===== config.mk =====
export PLATFORM = sky130hd
export DESIGN_NAME = peridot_st_bytes_to_packets
export DESIGN_NICKNAME = d
export VERILOG_FILES = /design/src/rtl/peridot_st_pkg.sv /design/src/rtl/peridot_st_bytes_to_packets.sv
export SDC_FILE = /design/constraint.sdc
export NUM_CORES = 1
export LEC_CHECK = 0
export CAP_MARGIN = 20
export CORE_UTILIZATION = 42
export CTS_BUF_LIST = sky130_fd_sc_hd__clkbuf_16
export CTS_CLUSTER_DIAMETER = 150
export CTS_CLUSTER_SIZE = 20
export DETAILED_ROUTE_END_ITERATION = 7
export HOLD_SLACK_MARGIN = 0.05
export PLACE_DENSITY = 0.78
export REMOVE_ABC_BUFFERS = 1
export SLEW_MARGIN = 30
export SYNTH_ARGS = -nofsm -noshare
export SYNTH_HDL_FRONTEND = slang
export SYNTH_SLANG_ARGS = --single-unit

===== constraint.sdc =====
create_clock -name clk -period 1.51 [get_ports clk]
set_input_delay 0.302 -clock clk [delete_from_list [all_inputs] [get_ports clk]]
set_output_delay 0.302 -clock clk [all_outputs]
set_load 0.005 [all_outputs]

===== src/rtl/peridot_st_pkg.sv =====
// Shared protocol constants and decoder state type for the byte-stuffed
// Avalon-ST packet link (bytes-to-packets and packets-to-bytes sides).
package peridot_st_pkg;

    localparam logic [7:0] ST_SOP_CHAR  = 8'h7A;
    localparam logic [7:0] ST_EOP_CHAR  = 8'h7B;
    localparam logic [7:0] ST_CHAN_CHAR = 8'h7C;
    localparam logic [7:0] ST_ESC_CHAR  = 8'h7D;
    localparam logic [7:0] ST_ESC_XOR   = 8'h20;

    typedef enum logic [1:0] {
        DATA     = 2'd0,
        ESC      = 2'd1,
        CHAN     = 2'd2,
        CHAN_ESC = 2'd3
    } b2p_state_t;

endpackage


===== src/rtl/peridot_st_bytes_to_packets.sv =====
// Byte-stuffed stream decoder: UART byte stream in, Avalon-ST packets out.
// Channel decode is built only when PERIDOT_ST_B2P_CHANNEL_EN is defined.
module peridot_st_bytes_to_packets #(
    parameter int CHANNEL_WIDTH = 8
) (
    input  logic                     clk,
    input  logic                     reset,
    output logic                     in_ready,
    input  logic                     in_valid,
    input  logic [7:0]               in_data,
    input  logic                     in_error,
    input  logic                     out_ready,
    output logic                     out_valid,
    output logic [7:0]               out_data,
    output logic                     out_startofpacket,
    output logic                     out_endofpacket,
    output logic [CHANNEL_WIDTH-1:0] out_channel,
    output logic                     out_error
);
    import peridot_st_pkg::*;

    b2p_state_t state_q, state_d;
    logic       sop_pend_q, sop_pend_d;
    logic       eop_pend_q, eop_pend_d;
    logic       err_pend_q, err_pend_d;
    logic       out_valid_q, out_valid_d;
    logic [7:0] out_data_q, out_data_d;
    logic       out_sop_q, out_sop_d;
    logic       out_eop_q, out_eop_d;
    logic       out_err_q, out_err_d;
    logic       accept;
    logic       emit;
    logic [7:0] payload;

`ifdef PERIDOT_ST_B2P_CHANNEL_EN
    logic [CHANNEL_WIDTH-1:0] chan_q, chan_d;
    logic [CHANNEL_WIDTH-1:0] out_chan_q, out_chan_d;

    // Zero-extend before slicing so any CHANNEL_WIDTH keeps the byte's LSBs.
    function automatic logic [CHANNEL_WIDTH-1:0] to_chan(input logic [7:0] b);
        logic [CHANNEL_WIDTH+7:0] ext;
        ext = {{CHANNEL_WIDTH{1'b0}}, b};
        return ext[CHANNEL_WIDTH-1:0];
    endfunction
`endif

    assign in_ready = !out_valid_q || out_ready;
    assign accept   = in_valid && in_ready;

    always_comb begin
        state_d     = state_q;
        sop_pend_d  = sop_pend_q;
        eop_pend_d  = eop_pend_q;
        err_pend_d  = err_pend_q;
        out_valid_d = out_valid_q;
        out_data_d  = out_data_q;
        out_sop_d   = out_sop_q;
        out_eop_d   = out_eop_q;
        out_err_d   = out_err_q;
        emit        = 1'b0;
        payload     = 8'h00;
`ifdef PERIDOT_ST_B2P_CHANNEL_EN
        chan_d      = chan_q;
        out_chan_d  = out_chan_q;
`endif

        if (out_valid_q && out_ready) begin
            out_valid_d = 1'b0;
        end

        if (accept) begin
            if (in_error) begin
                err_pend_d = 1'b1;
            end
            case (state_q)
                DATA: begin
                    if (in_data == ST_SOP_CHAR)       sop_pend_d = 1'b1;
                    else if (in_data == ST_EOP_CHAR)  eop_pend_d = 1'b1;
                    else if (in_data == ST_CHAN_CHAR) state_d = CHAN;
                    else if (in_data == ST_ESC_CHAR)  state_d = ESC;
                    else begin
                        emit    = 1'b1;
                        payload = in_data;
                    end
                end
                ESC: begin
                    emit    = 1'b1;
                    payload = in_data ^ ST_ESC_XOR;
                    state_d = DATA;
                end
                CHAN: begin
                    // Framing marks win over a channel value; channel is kept.
                    if (in_data == ST_ESC_CHAR) begin
                        state_d = CHAN_ESC;
                    end else if (in_data == ST_SOP_CHAR) begin
                        sop_pend_d = 1'b1;
                        state_d    = DATA;
                    end else if (in_data == ST_EOP_CHAR) begin
                        eop_pend_d = 1'b1;
                        state_d    = DATA;
                    end else if (in_data == ST_CHAN_CHAR) begin
                        state_d = CHAN;
                    end else begin
`ifdef PERIDOT_ST_B2P_CHANNEL_EN
                        chan_d = to_chan(in_data);
`endif
                        state_d = DATA;
                    end
                end
                CHAN_ESC: begin
`ifdef PERIDOT_ST_B2P_CHANNEL_EN
                    chan_d = to_chan(in_data ^ ST_ESC_XOR);
`endif
                    state_d = DATA;
                end
                default: state_d = DATA;
            endcase
        end

        // An error on the payload byte itself belongs to that byte.
        if (emit) begin
            out_valid_d = 1'b1;
            out_data_d  = payload;
            out_sop_d   = sop_pend_q;
            out_eop_d   = eop_pend_q;
            out_err_d   = err_pend_q || in_error;
            sop_pend_d  = 1'b0;
            eop_pend_d  = 1'b0;
            err_pend_d  = 1'b0;
`ifdef PERIDOT_ST_B2P_CHANNEL_EN
            out_chan_d  = chan_q;
`endif
        end
    end

    always_ff @(posedge clk or posedge reset) begin
        if (reset) begin
            state_q     <= DATA;
            sop_pend_q  <= 1'b0;
            eop_pend_q  <= 1'b0;
            err_pend_q  <= 1'b0;
            out_valid_q <= 1'b0;
            out_data_q  <= 8'h00;
            out_sop_q   <= 1'b0;
            out_eop_q   <= 1'b0;
            out_err_q   <= 1'b0;
        end else begin
            state_q     <= state_d;
            sop_pend_q  <= sop_pend_d;
            eop_pend_q  <= eop_pend_d;
            err_pend_q  <= err_pend_d;
            out_valid_q <= out_valid_d;
            out_data_q  <= out_data_d;
            out_sop_q   <= out_sop_d;
            out_eop_q   <= out_eop_d;
            out_err_q   <= out_err_d;
        end
    end

`ifdef PERIDOT_ST_B2P_CHANNEL_EN
    always_ff @(posedge clk or posedge reset) begin
        if (reset) begin
            chan_q     <= '0;
            out_chan_q <= '0;
        end else begin
            chan_q     <= chan_d;
            out_chan_q <= out_chan_d;
        end
    end

    assign out_channel = out_chan_q;
`else
    assign out_channel = '0;
`endif

    assign out_valid         = out_valid_q;
    assign out_data          = out_data_q;
    assign out_startofpacket = out_sop_q;
    assign out_endofpacket   = out_eop_q;
    assign out_error         = out_err_q;

endmodule


Word-level counts from Yosys, hierarchy flattened
Cells that the tools add are included.

word-level totals
  register bits after elaboration = 17
  input port bits = 13
  output and inout port bits = 21
  logic and storage cells = 72

cells by class
  equality and inequality tests = 11
  muxes and demuxes = 37
  bitwise operators = 1
  reduce and logical (&&, ||, !) cells = 14

operators by type and width
  cell                  number
  $mux W8               5
  $eq A8 B7 Y1 const B  4
  $mux W1               19
  $mux W2               8
  $pmux W8 S2           1
  $ne A3 B3 Y1 const B  2
  $pmux W1 S2           3
  $pmux W2 S3           1
  $reduce_bool A2 Y1    3
  $eq A2 B2 Y1 const B  2
  $ne A2 B2 Y1 const B  2
  $reduce_and A4 Y1     1
  $reduce_and A3 Y1     1
  $reduce_bool A3 Y1    1
  $eq A2 B1 Y1 const B  1
  $logic_and A1 B1 Y1   2
  $logic_not A2 Y1      1
  $logic_or A1 B1 Y1    2
  $reduce_and A2 Y1     1
  $reduce_or A2 Y1      1
  $logic_not A1 Y1      1
  $not A1 Y1            1

Depth between registers and ports, before layout
Gate-level depths: netlist of run 1.

  word-level depth = 9
  gate-level depth with buffers = 5
  gate-level depth less buffers = 5

Worst setup path after synthesis of run 1
No wires, ideal clock.

  path type = flip-flop to flip-flop
  from = register out_valid_q, in the netlist out_valid
  to = register out_data_q[4], in the netlist out_data[4]
  setup time = 0.128 ns
  data arrival time = 1.280 ns
  data required time = 1.382 ns
  setup slack = 0.103 ns
  stages on the path, launching flop included = 6
  buffers on the path = 0
  period minus slack after synthesis = 1.407 ns
  cells stage by stage = dfrtp_1 -> nor2b_1 -> inv_2 -> nand2_1 -> a21oi_2 -> mux2_1

between the ends
  longest elaborated chain between the ends = 4
  elaborated cells on any way between the ends = 5
  classes of those cells = mux (2); reduce/logical (3)

RTL lines
  item                                       RTL line                            source
  start, declared                            peridot_st_bytes_to_packets.sv:26   logic out_valid_q, out_valid_d;
  start signal, assigned                     peridot_st_bytes_to_packets.sv:152  out_valid_q <= out_valid_d;
  $logic_not A1 Y1 (*)                       peridot_st_bytes_to_packets.sv:47   assign in_ready = !out_valid_q || out_ready;
  $logic_or A1 B1 Y1 (*)                     peridot_st_bytes_to_packets.sv:47
  via in_ready                               peridot_st_bytes_to_packets.sv:8    output logic in_ready,
  $logic_and A1 B1 Y1 (*)                    peridot_st_bytes_to_packets.sv:48   assign accept = in_valid && in_ready;
  $mux W8 / $mux W1 (equally long branches)  peridot_st_bytes_to_packets.sv:71   if (accept) begin
  end signal, assigned                       peridot_st_bytes_to_packets.sv:153  out_data_q <= out_data_d;
  end, declared                              peridot_st_bytes_to_packets.sv:27   logic [7:0] out_data_q, out_data_d;

Mark *: on every way through the listed nets, which the timed path passes. The rest lies on a longest branch.
A chain may end at the register's enable or synchronous reset.

Worst setup path in the final report of run 1
  from = input port in_valid
  to = register out_sop_q, in the netlist out_startofpacket

between the ends
  longest elaborated chain between the ends = 2

RTL lines
  item                  RTL line                            source
  start, declared       peridot_st_bytes_to_packets.sv:9    input logic in_valid,
  $logic_and A1 B1 Y1   peridot_st_bytes_to_packets.sv:48
  $mux W1               peridot_st_bytes_to_packets.sv:71
  end signal, assigned  peridot_st_bytes_to_packets.sv:154  out_sop_q <= out_sop_d;
  end, declared         peridot_st_bytes_to_packets.sv:28   logic out_sop_q, out_sop_d;

No other way between the ends.

==> flow_summary.toml, run 1 <==
[run_status]
outcome = "finished, final reports clean"

[worst_setup_path]
crit_type = "input port to flip-flop"
start_kind = "input port"
critPathMaxStageDelay_ps = 490
end_kind = "flip-flop"
cpLargestDelayFamily = "buffers and inverters"
arrival_ps = 1600
critPathMaxFanout = 4
critPathSlowestCell = "clkdlybuf4s50_1"
crit_buf_inv = 1
crit_chain = "clkdlybuf4s50_1, nor2b_4, nand2_4, a21oi_4, mux2_1"
required_ps = 1630

[logic_synthesis]
yosysTopAreaCell = "dfrtp_1"
syn_inst = 81
yosys.area.top_type_share_pct = 49.9
yosysSeqAreaShare_pct = 49.9
avgSynthCellArea_um2 = 10.5
ys_ff_latch = 17
synth-edff-count = 0
synth_area_leaders = "dfrtp_1 (50%), buf_4 (7.0%), mux2_1 (6.6%), nor2_1 (3.1%), a22o_1 (3.1%)"
ys_warn_count = 0
synthDistinctLibCells = 31
ys.flop_type = "dfrtp_1"
async_flop_share_pct = 100
syn-cell-area_um2 = 852

[clocking]
clkSinkCount = 17
postCtsHoldBufs = 0
cts_tree = "done"
cts.clk_slew.worst_paths_ps = 50
clk_path_buf_depth = 2
htreeDepth = 1
root_buffer = "clkbuf_16"
worstSkewPairLatency_ps = 250
cts_buffers = 3

[floorplanning]
die-area_mm2 = 0.00221
die_x_um = 47.0
initial_core_util_pct = 46.8
die_height_um = 47.0
row_count = 15
core-area_mm2 = 0.00182
io_pins = 34

[grt]
antenna_found_initial = 0
grt_max_degree = 18
grt_pass1_vias = 829
grt.overflow.total = 0
grt_use_total_pct = 25.1
grt_pass1_wl_um = 3710

[timing]
min_period_over_period_pct = 97.9
max_freq_ghz = 0.676
skew_ps = 3.75
rsz0062_at_grt = "true"
min_period_ps = 1480
layout_setup_ws_ps = 31.5
slew_violations = 0
hold_ws_ps = 309
hold_violations = 0
finalSetupViolations = 0

[finish]
drive_above_1_share_pct = 28.6
area_growth_syn_to_layout_pct = 65.8
finalNetCount = 147
n_fill_cell = 118
antenna_cells = 0

[detailed_routing]
num_vias = 795
ant_nets = 0
dr.pass1.iters = 4
routed_via_density = 5.03
wl_per_cell_um = 15.1
drt_iter0_drc = 8
drc = 0
wl_um = 2390

[place]
post-place-ws_ps = -381
place.gp.congestion = 0.928
post-dp-hpwl_um = 1590
port_buffers = 25

[pwr]
ir_worst_vdd_mv = 0.852
power.leakage_nw = 0.684
intPower_mw = 1.15
seqPwrFrac_pct = 37.4
p_clk_share_pct = 33.9
powerDensity_mw_per_mm2 = 1100
p_comb_share_pct = 28.7
swShare_pct = 25.8
p_switching_uw = 400

[job]
drv_cap = 0

[hold_path]
hp-class = "input port to flip-flop"
[metrics by stage]
stage,power [mW],area (um2),util (%),setup TNS (ps),instances
floorplan,0.721,818,-,0,80
global route,1.62,1410,77.6,-27.7,158
detailed placement,0.998,1260,69.1,-4640,151
finish,1.55,1410,77.6,0,158
CTS,1.54,1390,76.4,-51.4,158
global placement,0.979,1260,69.1,-4190,151
[layout by cell type (no fill, tap or decap), types with 2 or more instances in the layout]
| cell | instances |
|---|---|
| conb_1 | 8 |
| clkdlybuf4s15_1 | 4 |
| dlymetal6s2s_1 | 2 |
| o22a_1 | 2 |
| clkbuf_16 | 3 |
| dfrtp_1 | 17 |
| a21oi_1 | 2 |
| clkdlybuf4s50_1 | 17 |
| inv_1 | 6 |
| o21ai_0 | 2 |
| mux2_1 | 5 |
| nor2_1 | 7 |
| o22ai_1 | 2 |
| buf_4 | 24 |
| nand2_1 | 3 |
| nand2b_1 | 3 |
| a22o_1 | 3 |
[power groups by stage]
| stage | registers, mW | logic [mW] | clock network [mW] |
|---|---|---|---|
| 5_1_grt | 0.587 | 0.485 | 0.552 |
| 3_5_place_dp | 0.582 | 0.416 | 0 |
| 4_1_cts | 0.577 | 0.433 | 0.529 |
| 6_report | 0.580 | 0.445 | 0.525 |
| 3_3_place_gp | 0.576 | 0.403 | 0 |
| 2_1_floorplan | 0.582 | 0.139 | 0 |
[what timing repair did]
action,in CTS,in global routing
pin swaps,6,6
gates resized for setup,15,10
endpoints found under the setup margin,14,12
setup buffers,3,0
cloned,0,0
[cells in the mapped netlist (3+ instances only)]
cell,count
nand2_1,4
mux2_1,5
a22o_1,3
inv_1,5
nand2b_1,3
nor2_1,7
buf_4,8
dfrtp_1,17
[flip-flops by register name, summed over array words and instances (netlist names)]
signal and cells:
out_startofpacket 1, out_valid 1, state_q 2, out_data 8
sop_pend_q 1, out_error 1, eop_pend_q 1, err_pend_q 1
out_endofpacket 1
[routing by layer]
metal | track usage (%) | up-vias | share of wire, %
li1 | - | 375 | -
met1 | 27.9 | 385 | 41
met2 | 45.8 | 31 | 53
met3 | 3.85 | 4 | 3.9
met4 | 13.1 | 0 | 1.6
met5 | 0 | - | 0
[worst paths after layout]
kind | startpoint | to | slack, ps | cells after the start
worst min-delay path | in_data[7] | out_data[7] | 310 | 2
min in group asynchronous | reset | sop_pend_q | 380 | 3
worst max-delay path | in_valid | out_startofpacket | 30 | 5
worst max register to register | state_q[0] | out_startofpacket | 60 | 5
worst min register to register | out_endofpacket | out_endofpacket | 480 | 1
max in group asynchronous | reset | err_pend_q | 940 | 3
[final cells by class]
type                    instances  area [um2]  share of cell area (%)
well taps                      25        31.3                    2.21
inverters                       6        22.5                    1.59
clock inverters                 1        3.75                   0.266
multi-input cells              57         425                    30.1
repair buffers                 49         429                    30.4
flip-flops and latches         17         425                    30.1
clock buffers                   3        75.1                    5.31
[logic make-up after synthesis]
family | Yosys count | synth area share [%]
other cells | 1 | 0.440
mux | 6 | 7.78
xor+xnor | 1 | 1.03
flops | 17 | 49.9
compound gates | 19 | 16.3
buf+inv | 14 | 9.69
simple gates | 23 | 14.8
(Power assumes the default switching activity.)
==> run 2: changes to the inputs <==
Settings changed: CORE_UTILIZATION 42 to 59, DONT_BUFFER_PORTS from default to 1, PLACE_DENSITY 0.78 to 0.75.
==> run 2 against run 1 <==
Final cell count fell by 34%. Global-route usage up 0.11 points. Utilization is 3.3 points lower. Register-to-register slack is essentially flat. Flip-flop and latch count is the same. Worst setup slack better by 27 ps. Clock-buffer cell count unchanged. Clock power about the same. Combinational power decreased by 58%. First-iteration DRC count decreased by 63%. Non-clock buffer count down 43. Critical path type is now flip-flop to flip-flop.
==> flow_summary.toml, run 2 (synthesis results as in run 1) <==
[clocking]
clkSinkCount = 17
cts_buffers = 3
htreeDepth = 1
clk_path_buf_depth = 2
worstSkewPairLatency_ps = 250
root_buffer = "clkbuf_16"
cts.clk_slew.worst_paths_ps = 50
cts_tree = "done"

[timing]
max_freq_ghz = 0.689
min_period_over_period_pct = 96.1
finalSetupViolations = 0
skew_ps = 0.905
slew_headroom_pct = 58.1
hold_violations = 0
slew_violations = 0
min_period_ps = 1450
hold_ws_ps = 153
rsz0062_at_grt = "true"
worst_pin_slew_ps = 628

[pwr]
p_clk_share_pct = 40.3
p_comb_share_pct = 14.4
p_switching_uw = 326
ir_worst_vdd_mv = 0.852
power.leakage_nw = 0.461
intPower_uw = 975
powerDensity_mw_per_mm2 = 1330
swShare_pct = 25.0
seqPwrFrac_pct = 45.3

[grt]
grt_pass1_wl_um = 2550
grt.overflow.total = 0
grt_use_total_pct = 25.2
grt_max_degree = 18
antenna_found_initial = 0
grt_pass1_vias = 575

[worst_setup_path]
start_kind = "flip-flop"
end_kind = "flip-flop"
crit_type = "flip-flop to flip-flop"
required_ps = 1640
critPathMaxFanout = 6
arrival_ps = 1580

[detailed_routing]
drc = 0
dr.pass1.iters = 3
met1_length_um = 700
dr_wl_met2_um = 726
drt_iter0_drc = 3
wl_met3_um = 134
ant_nets = 0
routed_via_density = 5.71
num_vias = 600
wl_per_cell_um = 15.2
wl_um = 1600
top_layer = "met4"

[place]
post-dp-hpwl_um = 1150
port_buffers = 0
place_area_um2 = 875
place.gp.congestion = 0.742
numPlacedInstances = 100

[floorplanning]
die-area_mm2 = 0.00160
core-area_mm2 = 0.00132
initial_core_util_pct = 64.7
die_x_um = 40
row_count = 13
io_pins = 34
die_height_um = 40

[finish]
final_common_cell = "dfrtp_1"
fin_cells = 105
final_cell_mix = "dfrtp_1 (17), conb_1 (8), nor2_1 (6)"
finalNetCount = 104
antenna_cells = 0
largest_reg_flops = 8
multi_input_area_um2 = 384
drive_above_1_share_pct = 16.7
seq_area_um2 = 425
postLayoutCellArea_um2 = 978
area_growth_syn_to_layout_pct = 14.8
n_fill_cell = 94

[hold_path]
hp-class = "input port to flip-flop"

[job]
drv_cap = 0

[run_status]
outcome = "finished, final reports clean"
[run 2: changes by cell type in the layout (fill, tap and decap cells not counted), moves of 2 or more]
cell,previous run,this run
buf_4,24,5
dlymetal6s2s_1,2,0
clkdlybuf4s50_1,17,0
clkdlybuf4s15_1,4,0
[run 2: worst max-delay path, cell delays in order, from the launching register on]
cell and delay, ps:
dfrtp_1 380, nand2b_1 200, nor2_2 180, a21o_2 230
mux2_1 340
[run 2: power groups by stage]
stage	clock (mW)	sequential (mW)	combinational (mW)
final	0.524	0.589	0.187
after floorplan	0	0.582	0.139
after global routing	0.551	0.601	0.213
after CTS	0.535	0.590	0.187
after global placement	0	0.596	0.178
after detailed placement	0	0.597	0.183
[run 2: timing repair]
item                                    4_1_cts  5_1_grt
setup buffers                                 0        0
endpoints found under the hold margin        17        0
endpoints found under the setup margin        2        4
hold buffers                                  1        0
gates cloned                                  0        0
resized for setup                             1        2
[run 2: worst paths after layout]
| kind | start | to | slack, ps | depth (start not counted) |
|---|---|---|---|---|
| setup reg to reg | state_q[0] | out_data[6] | 60 | 4 |
| hold / removal | in_data[5] | out_data[5] | 150 | 1 |
| max in group asynchronous | reset | out_error | 530 | 2 |
| min in group asynchronous | reset | err_pend_q | 570 | 2 |
| hold reg to reg | err_pend_q | err_pend_q | 490 | 2 |
| setup / recovery | state_q[0] | out_data[6] | 60 | 4 |
[run 2: final cells by class]
class	count	share of cell area, %
Sequential cell	17	43.5
Multi-Input combinational cell	57	39.3
Clock buffer	3	7.67
Timing Repair Buffer	6	4.86
Inverter	6	2.30
Tap cell	15	1.92
Clock inverter	1	0.512
[run 2: layer usage]
layer	track usage (%)	up-vias
li1	-	290
met1	33.6	269
met2	36.3	36
met3	8.33	5
met4	12.9	0
met5	0	-
[run 2: per-stage QoR]
stage | worst slack, ps | setup TNS, ps | utilization, % | total power, mW
floorplan | 103 | 0 | - | 0.721
global placement | 24.9 | 0 | 66.4 | 0.773
detailed placement | 12.4 | 0 | 66.4 | 0.780
CTS | 48.6 | 0 | 73.4 | 1.31
global route | -0.112 | -0.112 | 74.3 | 1.36
finish | 58.7 | 0 | 74.3 | 1.30
==> run 3: changes to the inputs <==
Settings changed: SKIP_CTS_REPAIR_TIMING from default to 1.
==> run 3 against run 2 <==
Routed wire length decreased by 0.50%. First-iteration DRC count did not move. Largest power group unchanged. Clock skew is the same. Non-clock buffer count down 1. Highest routed layer unchanged. Clock power barely moved. Critical path type unchanged. Sequential power about the same. Critical endpoint unchanged. Largest cell class unchanged. Via count down 0.33%. Clock-buffer cell count unchanged. Total power fell by 0.15%. Critical path depth unchanged. Final cell count is 0.95% lower. Global-route usage down 0.12 points.
==> flow_summary.toml, run 3 (synthesis results as in run 1) <==
[finish]
area_growth_syn_to_layout_pct = 13.7
final_cell_mix = "dfrtp_1 (17), conb_1 (8), nor2_1 (6)"
finalNetCount = 103
fin_cells = 104
largest_reg_flops = 8
antenna_cells = 0
drive_above_1_share_pct = 16.9
final_common_cell = "dfrtp_1"

[hold_path]
hp-class = "input port to asynchronous set/reset pin"

[worst_setup_path]
critPathMaxStageDelay_ps = 380
crit_type = "flip-flop to flip-flop"
r2r_start = "state_q[0]"
ff2ff_setup_slack_ps = 60
critPathMaxFanout = 6
r2r_end = "out_data[6]"
critPathSlowestCell = "dfrtp_1"
arrival_ps = 1580
crit_chain = "nand2b_1, nor2_2, a21o_2, mux2_1"
required_ps = 1640
r2r_cells = 4
crit_buf_inv = 0
end_kind = "flip-flop"
start_kind = "flip-flop"
cpLargestDelayFamily = "flip-flops"

[run_status]
outcome = "finished, final reports clean"

[floorplanning]
core-area_mm2 = 0.00132
die-area_mm2 = 0.00160
initial_core_util_pct = 64.7
row_count = 13
io_pins = 34
die_x_um = 40
die_height_um = 40

[grt]
grt_pass1_wl_um = 2540
grt.overflow.total = 0
grt_max_degree = 18
antenna_found_initial = 0
grt_use_total_pct = 25.1
grt_pass1_vias = 572

[detailed_routing]
ant_nets = 0
routed_via_density = 5.75
drc = 0
wl_um = 1590
drt_iter0_drc = 3
num_vias = 598
dr.pass1.iters = 3
wl_per_cell_um = 15.3

[job]
drv_cap = 0

[timing]
hold_ws_ps = 20.7
min_period_over_period_pct = 96.1
worst_pin_slew_ps = 627
finalSetupViolations = 0
hold_violations = 0
slew_violations = 0
min_period_ps = 1450
max_freq_ghz = 0.689
layout_setup_ws_ps = 58.7
skew_ps = 0.905
rsz0062_at_grt = "true"
slew_headroom_pct = 58.2

[pwr]
powerDensity_mw_per_mm2 = 1340
power.leakage_nw = 0.457
ir_worst_vdd_mv = 0.850

[clocking]
cts_tree = "done"
worstSkewPairLatency_ps = 250
cts.clk_slew.worst_paths_ps = 50
htreeDepth = 1
clk_path_buf_depth = 2
cts_buffers = 3
root_buffer = "clkbuf_16"
clkSinkCount = 17

[place]
port_buffers = 0
post-dp-hpwl_um = 1150
place.gp.congestion = 0.742
post-place-ws_ps = 12.4
numPlacedInstances = 100
==> run 3: cell types whose count changed in the layout (fill, tap and decap cells not counted), sizes merged <==
| cell | before | now |
|---|---|---|
| dlygate4sd3 | 1 | 0 |
==> run 3: worst max-delay path by stage <==
stage          startpoint         endpoint  cells after the start  slack [ps]
4_1_cts        state_q[0]      out_data[6]                      4         -20
6_report       state_q[0]      out_data[6]                      4          60
3_3_place_gp   in_data[7]      out_data[6]                      4          20
3_5_place_dp   in_data[7]      out_data[6]                      4          10
2_1_floorplan   out_valid      out_data[4]                      5         100
5_1_grt         out_valid  out_endofpacket                      5        -0.1
==> run 3: stage by stage <==
stage               setup TNS, ps  instance area (um2)  util [%]  total power, mW
finish                          0                  968      73.5             1.30
floorplan                       0                  818         -            0.721
detailed placement              0                  875      66.4            0.780
global route               -0.112                  968      73.5             1.36
CTS                         -25.6                  955      72.5             1.31
global placement                0                  875      66.4            0.773
==> run 3: area by class of cell <==
cell class	count	area (um2)
Tap cell	15	18.8
Multi-Input combinational cell	57	384
Fill cell	98	349
Inverter	6	22.5
Sequential cell	17	425
Timing Repair Buffer	5	37.5
Clock buffer	3	75.1
Clock inverter	1	5.00
==> run 3: routing by layer <==
layer / vias to the layer above / global-route usage, % / share of wire, %
met5: - / 0 / 0
met4: 0 / 12.9 / 2.1
met3: 5 / 8.33 / 8.4
met2: 36 / 35.9 / 46
met1: 269 / 33.6 / 44
li1: 288 / - / -
==> run 3: report_power, final <==
group          leakage, nW  switching [mW]  internal (mW)
registers            0.213          0.0591          0.530
logic                0.203          0.0965         0.0887
clock network       0.0409           0.170          0.354
total                0.457           0.325          0.973
